**src/rtl/dma_pkg.sv**
```systemverilog
// ============================================================
// dma_pkg : register map, CTRL/STAT bit positions and FSM
//           state encoding shared by the DMA controller files
// Revision 1.0
// ============================================================
`default_nettype none

package dma_pkg;

   localparam logic [2:0] DMA_SRCH = 3'd0;
   localparam logic [2:0] DMA_SRCL = 3'd1;
   localparam logic [2:0] DMA_DSTH = 3'd2;
   localparam logic [2:0] DMA_DSTL = 3'd3;
   localparam logic [2:0] DMA_CNTH = 3'd4;
   localparam logic [2:0] DMA_CNTL = 3'd5;
   localparam logic [2:0] DMA_CTRL = 3'd6;
   localparam logic [2:0] DMA_STAT = 3'd7;

   localparam int CTRL_START   = 0;
   localparam int CTRL_IEN     = 1;
   localparam int CTRL_ABORT   = 2;
   localparam int CTRL_BUSY    = 7;
   localparam int STAT_DONE    = 0;
   localparam int STAT_ABORTED = 1;

   typedef enum logic [2:0] {
      S_IDLE = 3'd0,
      S_REQ  = 3'd1,
      S_RD   = 3'd2,
      S_RDL  = 3'd3,
      S_WR   = 3'd4,
      S_DONE = 3'd5
   } state_t;

endpackage

`default_nettype wire

```
**src/rtl/dma_regs.sv**
```systemverilog
// ============================================================
// dma_regs : CPU register window decode, read mux, CTRL/STAT flags
//            and write-1-to-clear status for dma_ctl
// Revision 1.0
// ============================================================
`default_nettype none

module dma_regs
   import dma_pkg::*;
(
   input  logic        clk,
   input  logic        rst,
   input  logic        cs,
   input  logic        rw,
   input  logic [2:0]  Address,
   input  logic [7:0]  DI,
   input  logic        busy,
   input  logic        done_set,
   input  logic        aborted_set,
   input  logic [15:0] src,
   input  logic [15:0] dst,
   input  logic [15:0] cnt,
   output logic [5:0]  ptr_we,
   output logic        start_p,
   output logic        abort_p,
   output logic [7:0]  DO,
   output logic        irq
);

   logic       wr, rd;
   logic       ien_q, ien_d;
   logic       done_q, done_d;
   logic       aborted_q, aborted_d;
   logic [7:0] do_q, do_d;
   logic       irq_q, irq_d;

   always_comb begin
      wr        = cs & ~rw;
      rd        = cs & rw;
      ptr_we    = 6'b0;
      start_p   = 1'b0;
      abort_p   = 1'b0;
      ien_d     = ien_q;
      done_d    = done_q;
      aborted_d = aborted_q;
      do_d      = do_q;

      // Pointer writes are only honoured while the channel is idle
      if (wr && !busy) begin
         case (Address)
            DMA_SRCH: ptr_we[0] = 1'b1;
            DMA_SRCL: ptr_we[1] = 1'b1;
            DMA_DSTH: ptr_we[2] = 1'b1;
            DMA_DSTL: ptr_we[3] = 1'b1;
            DMA_CNTH: ptr_we[4] = 1'b1;
            DMA_CNTL: ptr_we[5] = 1'b1;
            default:  ptr_we    = 6'b0;
         endcase
      end

      if (wr && Address == DMA_CTRL) begin
         ien_d   = DI[CTRL_IEN];
         start_p = DI[CTRL_START] & ~busy;
         abort_p = DI[CTRL_ABORT];
      end

      if (wr && Address == DMA_STAT) begin
         if (DI[STAT_DONE])    done_d    = 1'b0;
         if (DI[STAT_ABORTED]) aborted_d = 1'b0;
      end
      if (done_set)    done_d    = 1'b1;
      if (aborted_set) aborted_d = 1'b1;

      if (rd) begin
         case (Address)
            DMA_SRCH: do_d = src[15:8];
            DMA_SRCL: do_d = src[7:0];
            DMA_DSTH: do_d = dst[15:8];
            DMA_DSTL: do_d = dst[7:0];
            DMA_CNTH: do_d = cnt[15:8];
            DMA_CNTL: do_d = cnt[7:0];
            DMA_CTRL: do_d = {busy, 5'b0, ien_q, 1'b0};
            default:  do_d = {6'b0, aborted_q, done_q};
         endcase
      end

      irq_d = done_d & ien_d;
   end

   always_ff @(posedge clk) begin
      if (rst) begin
         ien_q     <= 1'b0;
         done_q    <= 1'b0;
         aborted_q <= 1'b0;
         do_q      <= 8'h00;
         irq_q     <= 1'b0;
      end else begin
         ien_q     <= ien_d;
         done_q    <= done_d;
         aborted_q <= aborted_d;
         do_q      <= do_d;
         irq_q     <= irq_d;
      end
   end

   assign DO  = do_q;
   assign irq = irq_q;

endmodule

`default_nettype wire

```
**src/rtl/dma_ctl.sv**
```systemverilog
// ============================================================
// dma_ctl : single-channel byte DMA controller; takes the bus via
//           hold and copies CNT bytes from SRC to DST
// Revision 1.0
// ============================================================
`default_nettype none

module dma_ctl
   import dma_pkg::*;
#(
   parameter int SETTLE = 2
)(
   input  logic        clk,
   input  logic        rst,
   input  logic        cs,
   input  logic [2:0]  Address,
   input  logic [7:0]  DI,
   output logic [7:0]  DO,
   input  logic        rw,
   output logic        hold,
   output logic        bus_own,
   output logic [15:0] m_addr,
   output logic [7:0]  m_dout,
   output logic        m_rw,
   output logic        m_vma,
   input  logic [7:0]  m_din,
   output logic        irq
);

   localparam int SETTLE_W = (SETTLE > 1) ? $clog2(SETTLE) : 1;

   state_t               state_q, state_d;
   logic [15:0]          src_q, src_d;
   logic [15:0]          dst_q, dst_d;
   logic [15:0]          cnt_q, cnt_d;
   logic [SETTLE_W-1:0]  settle_q, settle_d;
   logic [7:0]           buf_q, buf_d;
   logic                 abort_pend_q, abort_pend_d;
   logic                 hold_q, hold_d;
   logic                 bus_own_q, bus_own_d;
   logic [15:0]          m_addr_q, m_addr_d;
   logic [7:0]           m_dout_q, m_dout_d;
   logic                 m_rw_q, m_rw_d;
   logic                 m_vma_q, m_vma_d;

   logic        busy;
   logic [5:0]  ptr_we;
   logic        start_p, abort_p;
   logic        done_set, aborted_set;
   logic [15:0] cnt_dec;

   assign busy    = (state_q != S_IDLE);
   assign cnt_dec = cnt_q - 16'd1;

   dma_regs u_regs (
      .clk         (clk),
      .rst         (rst),
      .cs          (cs),
      .rw          (rw),
      .Address     (Address),
      .DI          (DI),
      .busy        (busy),
      .done_set    (done_set),
      .aborted_set (aborted_set),
      .src         (src_q),
      .dst         (dst_q),
      .cnt         (cnt_q),
      .ptr_we      (ptr_we),
      .start_p     (start_p),
      .abort_p     (abort_p),
      .DO          (DO),
      .irq         (irq)
   );

   always_comb begin
      state_d      = state_q;
      src_d        = src_q;
      dst_d        = dst_q;
      cnt_d        = cnt_q;
      settle_d     = settle_q;
      buf_d        = buf_q;
      abort_pend_d = abort_pend_q;
      done_set     = 1'b0;
      aborted_set  = 1'b0;

      if (ptr_we[0]) src_d[15:8] = DI;
      if (ptr_we[1]) src_d[7:0]  = DI;
      if (ptr_we[2]) dst_d[15:8] = DI;
      if (ptr_we[3]) dst_d[7:0]  = DI;
      if (ptr_we[4]) cnt_d[15:8] = DI;
      if (ptr_we[5]) cnt_d[7:0]  = DI;

      case (state_q)
         S_IDLE: begin
            abort_pend_d = 1'b0;
            if (start_p) begin
               if (cnt_q == 16'd0) begin
                  done_set = 1'b1;
               end else begin
                  state_d  = S_REQ;
                  settle_d = SETTLE_W'(SETTLE - 1);
               end
            end
         end
         S_REQ: begin
            if (abort_p) begin
               abort_pend_d = 1'b1;
               state_d      = S_DONE;
            end else if (settle_q == '0) begin
               state_d = S_RD;
            end else begin
               settle_d = settle_q - 1'b1;
            end
         end
         S_RD: begin
            if (abort_p) abort_pend_d = 1'b1;
            state_d = S_RDL;
         end
         S_RDL: begin
            if (abort_p) abort_pend_d = 1'b1;
            buf_d   = m_din;
            state_d = S_WR;
         end
         S_WR: begin
            if (abort_p) abort_pend_d = 1'b1;
            src_d = src_q + 16'd1;
            dst_d = dst_q + 16'd1;
            cnt_d = cnt_dec;
            // Abort is only honoured once the current byte is fully written
            if (cnt_dec == 16'd0 || abort_pend_q || abort_p)
               state_d = S_DONE;
            else
               state_d = S_RD;
         end
         S_DONE: begin
            done_set    = 1'b1;
            aborted_set = abort_pend_q;
            state_d     = S_IDLE;
         end
         default: state_d = S_IDLE;
      endcase

      // Bus outputs are registered from the next state
      hold_d    = (state_d != S_IDLE);
      m_vma_d   = (state_d == S_RD) || (state_d == S_RDL) || (state_d == S_WR);
      bus_own_d = m_vma_d || (state_d == S_DONE && state_q == S_WR);
      m_rw_d    = (state_d != S_WR);
      m_addr_d  = m_addr_q;
      m_dout_d  = m_dout_q;
      if (state_d == S_RD || state_d == S_RDL) m_addr_d = src_d;
      if (state_d == S_WR) begin
         m_addr_d = dst_d;
         m_dout_d = buf_d;
      end
   end

   always_ff @(posedge clk) begin
      if (rst) begin
         state_q      <= S_IDLE;
         src_q        <= 16'h0000;
         dst_q        <= 16'h0000;
         cnt_q        <= 16'h0000;
         settle_q     <= '0;
         buf_q        <= 8'h00;
         abort_pend_q <= 1'b0;
         hold_q       <= 1'b0;
         bus_own_q    <= 1'b0;
         m_addr_q     <= 16'h0000;
         m_dout_q     <= 8'h00;
         m_rw_q       <= 1'b1;
         m_vma_q      <= 1'b0;
      end else begin
         state_q      <= state_d;
         src_q        <= src_d;
         dst_q        <= dst_d;
         cnt_q        <= cnt_d;
         settle_q     <= settle_d;
         buf_q        <= buf_d;
         abort_pend_q <= abort_pend_d;
         hold_q       <= hold_d;
         bus_own_q    <= bus_own_d;
         m_addr_q     <= m_addr_d;
         m_dout_q     <= m_dout_d;
         m_rw_q       <= m_rw_d;
         m_vma_q      <= m_vma_d;
      end
   end

   assign hold    = hold_q;
   assign bus_own = bus_own_q;
   assign m_addr  = m_addr_q;
   assign m_dout  = m_dout_q;
   assign m_rw    = m_rw_q;
   assign m_vma   = m_vma_q;

endmodule

`default_nettype wire

```
**config.mk**
```make
export PLATFORM = sky130hd
export DESIGN_NAME = dma_ctl
export DESIGN_NICKNAME = d
export VERILOG_FILES = /design/src/rtl/dma_pkg.sv /design/src/rtl/dma_regs.sv /design/src/rtl/dma_ctl.sv
export SDC_FILE = /design/constraint.sdc
export NUM_CORES = 1
export LEC_CHECK = 0
export BUFFER_PORTS_ARGS = -buffer_cell sky130_fd_sc_hd__buf_2
export CAP_MARGIN = 20
export CORE_MARGIN = 2
export CORE_UTILIZATION = 40
export CTS_BUF_LIST = sky130_fd_sc_hd__clkbuf_8
export CTS_CLUSTER_DIAMETER = 60
export DETAILED_ROUTE_END_ITERATION = 7
export PLACE_DENSITY = 0.6
export REMOVE_ABC_BUFFERS = 1
export SYNTH_ARGS = -nofsm -noshare
export SYNTH_HDL_FRONTEND = slang
export SYNTH_HIERARCHICAL = 1
export SYNTH_SLANG_ARGS = --single-unit
```
**constraint.sdc**
```tcl
create_clock -name clk -period 5.1 [get_ports clk]
set_clock_uncertainty 0.05 [all_clocks]
set_input_delay 0.255 -clock clk [delete_from_list [all_inputs] [get_ports clk]]
set_output_delay 0.255 -clock clk [all_outputs]
set_load 0.03 [all_outputs]
```
## After elaboration in Yosys (flattened, before gate mapping)

Index checks and enable logic that the tools add are counted.

- Add/subtract/negate cells: 4
- $mul: 0
- Divide/modulo/power cells: 0
- Order comparisons: 0
- Eq/ne operators: 21
- Shift operators: 0
- Mux-type cells: 46
- Bitwise gates (word level): 6
- Reductions and logical operators: 27

Operator list:

| cell | count |
|---|---|
| two-way mux 16 bit | 5 |
| two-way mux 8 bit | 7 |
| one-hot mux 8 bit (7 select lines) | 1 |
| adder 16 x 1 -> 16 bit (second input constant) | 2 |
| logical NOT 16 bit | 2 |
| == test 3 bit (second input constant) | 8 |
| two-way mux 1 bit | 23 |
| == test 3 x 2 -> 1 bit (second input constant) | 6 |
| subtractor 16 x 1 -> 16 bit (second input constant) | 1 |
| two-way mux 3 bit | 5 |
| one-hot mux 3 bit (5 select lines) | 1 |
| nonzero test 2 bit | 7 |
| == test 3 x 1 -> 1 bit (second input constant) | 2 |
| logical NOT 3 bit | 2 |
| two-way mux 6 bit | 1 |
| inequality test 2 bit (second input constant) | 3 |
| one-hot mux 1 bit (2 select lines) | 3 |
| nonzero test 3 bit | 2 |
| logical OR 1 bit | 5 |
| bitwise AND 1 bit | 4 |
| logical AND 1 bit | 4 |
| AND reduction 2 bit | 2 |
| AND reduction 4 bit | 1 |
| OR reduction 4 bit | 1 |
| other kinds (5) | 6 |

- Flip-flop bits (word level): 101
- Latch bits: 0
- Memory bits (writable): 0
- ROM bits: 0
- Input port bits: 23
- Output and inout port bits: 37
- Logic and storage cells: 123
- Memories: 0

## Logic depth before layout (Yosys ltp)

- Depth after elaboration: 11
- Depth in mapped cells: 12
- Depth with buffers taken out: 10

## Cells and area by module

The synthesis kept the hierarchy.

By module, submodules not included:

| module | times used | cells each | area an instance (um2) | seq. area each (um2) |
|---|---|---|---|---|
| dma_ctl | 1 | 566 | 4,529.3 | 1,621.6 |
| dma_regs | 1 | 127 | 1,018.5 | 240.2 |

## Least setup slack after synthesis

No wires, ideal clock.

- Path type: register to register
- Start: register cnt_q[0]
- End: register m_addr_q[9] (netlist: m_addr[9])
- Library setup time: 122 ps
- Arrival: 2,449 ps
- Required time: 4,928 ps
- Setup slack: 2,479 ps
- Cell stages (with the launch flop): 11
- Buffers on the path: 1
- Period minus slack after synthesis: 2,621 ps
- Path through: dfxtp_1 inv_1 ha_1 or4b_4 xnor2_2 nor3_1 o221ai_4 o21ai_4 buf_6 nand2_1 o311a_1

- Word-level cells in the longest chain between the ends: 9
- Elaborated cells on any way between the ends: 15
- Classes of those cells: add/sub (1); eq/ne (3); mux (5); reduce/logical (6)

RTL lines:

| element | line | text |
|---|---|---|
| start: declaration | dma_ctl.sv:35 | `logic [15:0] cnt_q, cnt_d;` |
| start signal: assignment | dma_ctl.sv:176 | `cnt_q <= cnt_d;` |
| subtractor 16 x 1 -> 16 bit | dma_ctl.sv:53 | `assign cnt_dec = cnt_q - 16'd1;` |
| logical NOT 16 bit | dma_ctl.sv:130 | `if (cnt_dec == 16'd0 \|\| abort_pend_q \|\| abort_p)` |
| logical OR 1 bit (2 in a row) | dma_ctl.sv:130 |  |
| two-way mux 3 bit | dma_ctl.sv:130 |  |
| one-hot mux 3 bit (5 select lines) (*) | dma_ctl.sv:93 | `case (state_q)` |
| == test 3 x 2 -> 1 bit | dma_ctl.sv:150 | `if (state_d == S_RD \|\| state_d == S_RDL) m_addr_d = src_d;` |
| logical OR 1 bit | dma_ctl.sv:150 |  |
| nonzero test 2 bit (no line) | n/a |  |
| end signal: assignment | dma_ctl.sv:182 | `m_addr_q <= m_addr_d;` |
| end: declaration | dma_ctl.sv:41 | `logic [15:0] m_addr_q, m_addr_d;` |

Every way passes the cells marked *; elsewhere a longest branch is shown, timed or not.
A chain may end at the register's enable or synchronous reset.

## Worst setup path after layout

- Start: register state_q[0]
- End: register m_addr_q[7] (netlist: m_addr[7])

- Elaborated cells on any way between the ends: 28
- Classes of those cells: eq/ne (7); mux (13); bitwise (2); reduce/logical (6)

RTL lines:

| element | line | text |
|---|---|---|
| start: declaration | dma_ctl.sv:32 | `state_t state_q, state_d;` |
| start signal: assignment | dma_ctl.sv:173 | `state_q <= state_d;` |
| nonzero test 3 bit | dma_ctl.sv:52 | `assign busy = (state_q != S_IDLE);` |
| via busy | dma_ctl.sv:46 | `logic busy;` |
| logical NOT 1 bit | dma_regs.sv:49 | `if (wr && !busy) begin` |
| logical AND 1 bit | dma_regs.sv:49 |  |
| two-way mux 6 bit | dma_regs.sv:49 |  |
| via ptr_we[1] | dma_ctl.sv:47 | `logic [5:0] ptr_we;` |
| two-way mux 8 bit | dma_ctl.sv:87 | `if (ptr_we[1]) src_d[7:0] = DI;` |
| two-way mux 16 bit | dma_ctl.sv:93 |  |
| two-way mux 16 bit | dma_ctl.sv:150 |  |
| two-way mux 16 bit | dma_ctl.sv:151 | `if (state_d == S_WR) begin` |

The timed path passes the listed nets, and every way through them passes these cells. The select of a mux whose other input is x is not followed.

==> reports/metrics.cfg <==
[run_status]
outcome=finished, final reports clean

[floorplanning]
ioPinCount=60
start_util=0.4044
die_width_um=121.8
die_h_um=121.8
rows=43
core-area_um2=13720
dieArea_um2=14830

[detailed_routing]
vias_per_cell=6.229
wl_um=17860
route.detailed.drc=0
met1Wirelength_um=7981
wl_per_cell_um=19.84
num_vias=5606
top_layer_used=met4
route.met2.wl_um=7948
ant_nets=0
dr.pass1.iters=6
dr_wl_met3_um=1437
drtIter0Drc=561

[synth]
synth_seq_cells=93
ys_seq_area_frac=0.3356
syn_inst=693
synthTopCellsByArea=dfxtp_1 34%, nor2_1 6.4%, a21oi_1 4.1%
synth_commonest_cells=95 x nor2_1, 93 x dfxtp_1, 53 x nand2_1
ys_warn_count=6
ys.flop_type=dfxtp_1
synth-edff-count=0
yosysTopAreaCell=dfxtp_1
synth_area_um2=5548
yosysMostFrequentCell=nor2_1
ys_types=75
async_reset_ff_frac=0
synth_top_cell_area_share=0.3356
syn_area_per_cell_um2=8.006

[clock_tree]
path_clk_slew_ns=0.09
root_buffer=clkbuf_8
cts_buffers=9
cts_resized=0
cts_buffer_depth=2
cts_tree=built
cts.sinks=93
clk_latency_ns=0.39
cts_setup_buffers=0
hold_buffers=0
cts-htree-levels=3

[layout]
regArea_um2=1862
syn_to_final_growth_pct=8.751
multiInputGateArea_um2=3366
fin_nets=742
stdcell_area_um2=6033
fill_cells=1415
layout-drive-gt1-share=0.1583
diodes=0

[setup_path]
cpPeakStageDelay_ns=0.56
crit_fanout=15
crit_arrival_ns=3.47
crit_type=reg2reg
cp-end-kind=flip-flop
r2r_end=m_addr[7]$_SDFFE_PP0P_
rr_startpoint=state_q[0]$_SDFF_PP0_
r2r_cells=10
worst_ep_required_time_ns=5.35
r2r_setup_slack_ns=1.88
cp_top_family=simple AND/OR/NAND/NOR gates
crit_top_cell=nor2_1
start_kind=flip-flop
path_cells=nor3_1 > inv_1 > or4b_4 > nor2_1 > nor2_1 > a21oi_1 > nor2_1 > a211oi_1 > o21ai_1 > a221oi_2
cpMaxStageDelayCell=or4b_4
cp_num_buf_inv=1

[job]
max_cap_violations=0

[sta]
max_freq_ghz=0.3110
finalCritPeriodShare=0.6304
final-hold-violation-count=0
worst_slew_pin_slew_ns=1.091
setup_viol=0
max_slew_margin=0.2727
tns_ns=0
fin_ws_ns=1.885
drv_slew=0
rsz0062_at_grt=no
fin_crit_ns=3.215

[pwr]
p_clk_frac=0.367
cellLeakagePower_nw=2.235
power.total_w=0.001406
p_comb_frac=0.099
peakVddDrop_v=0.0001949
switching_share=0.2742
p_seq_frac=0.533
power.density_nw_per_um2=233.0
switchingPower_w=0.0003854
p_int_w=0.001020

[global_route]
antenna_found_initial=0
grt_pass1_vias=5196
grt_remaining_overflow=0
grt_util_all_layers=0.2465
grt_pass1_wl_um=28180
grt_max_degree=94

[min_path]
holdPathStages=3
worstHoldPathType=in2reg
min_to=m_dout[5]$_SDFFE_PP0N_
worstHoldStart=m_din[5]

[placement]
hpwlAfterDp_um=12290
gp_congestion=0.9075
post-place-ws_ns=1.923
portBuffers=59
placed_area_um2=5833

[cell families (layout without fill, tap and decap cells)]
logic type,Yosys count,in the layout,synth area share
AO/OA/AOI/OAI,221,221,0.2882
XOR/XNOR,3,3,0.006091
adder cells (fa/ha/maj),4,4,0.009022
buffers and inverters,67,94,0.05864
flip-flops,93,93,0.3356
multiplexers,18,18,0.03879
AND/OR/NAND/NOR,287,287,0.2636
[flip-flops by register name, summed over array words and instances (netlist names)]
signal and flops:
hold 1, u_regs/irq 1, u_regs/ien_q 1, m_addr 16, abort_pend_q 1, state_q 3, dst_q 16, src_q 16
m_vma 1, bus_own 1, u_regs/DO 8, settle_q 1, u_regs/done_q 1, cnt_q 16, m_dout 8, u_regs/aborted_q 1
m_rw 1
[tightest hold or removal path, cell delays in order]
cell     delay [ns]
buf_2          0.09
nand2_1        0.05
a21oi_1        0.05
[power groups by stage]
stage	sequential [W]	clock, W	combinational [W]
after global routing	0.000752	0.000557	0.000151
after floorplan	0.000766	0	0.0000677
after detailed placement	0.000766	0	0.000136
final	0.000750	0.000516	0.000139
after global placement	0.000766	0	0.000134
after CTS	0.000749	0.000529	0.000137
[worst max path at each step]
| stage | from | endpoint | slack, ns | cells past startpoint |
|---|---|---|---|---|
| 2_1_floorplan | state_q[2]$_SDFF_PP0_ | m_addr[12]$_SDFFE_PP0P_ | 1.22 | 5 |
| 6_report | state_q[0]$_SDFF_PP0_ | m_addr[7]$_SDFFE_PP0P_ | 1.88 | 10 |
| 5_1_grt | state_q[0]$_SDFF_PP0_ | m_addr[7]$_SDFFE_PP0P_ | 1.78 | 10 |
| 4_1_cts | state_q[0]$_SDFF_PP0_ | m_addr[7]$_SDFFE_PP0P_ | 1.91 | 10 |
| 3_3_place_gp | Address[0] | m_addr[1]$_SDFFE_PP0P_ | 1.93 | 9 |
| 3_5_place_dp | state_q[0]$_SDFF_PP0_ | m_addr[7]$_SDFFE_PP0P_ | 1.92 | 10 |
[through the flow]
stage	std cells	utilization	hold WS, ns
2_1_floorplan	642	-	0.2712
4_1_cts	900	0.4398	0.03077
3_3_place_gp	883	0.4246	0.3906
6_report	900	0.4398	0.04739
3_5_place_dp	884	0.4252	0.3962
5_1_grt	900	0.4398	0.04147
[area by class of cell]
cell class	count	area share
multi-input cells	533	0.5579
flip-flops and latches	93	0.3086
repair buffers	62	0.05309
well taps	180	0.03733
clock buffers	10	0.02281
clock inverters	6	0.01037
inverters	16	0.009954
[per-layer routing]
| metal | up-vias | global-route usage |
|---|---|---|
| met1 | 2684 | 0.3360 |
| met2 | 238 | 0.3802 |
| met3 | 39 | 0.05665 |
| li1 | 2645 | - |
| met4 | 0 | 0.09124 |
| met5 | - | 0 |
[placed cells by master (no fill, tap or decap), types with 15 or more instances in the layout]
cell type / count
inv_1: 18
o21ai_0: 40
nor2_1: 95
buf_2: 58
a31oi_1: 21
nand2_1: 53
nand3_1: 20
nor3_1: 26
nand4_1: 15
a21oi_1: 46
dfxtp_1: 93
Note: power is estimated with default switching activity, not from simulation.
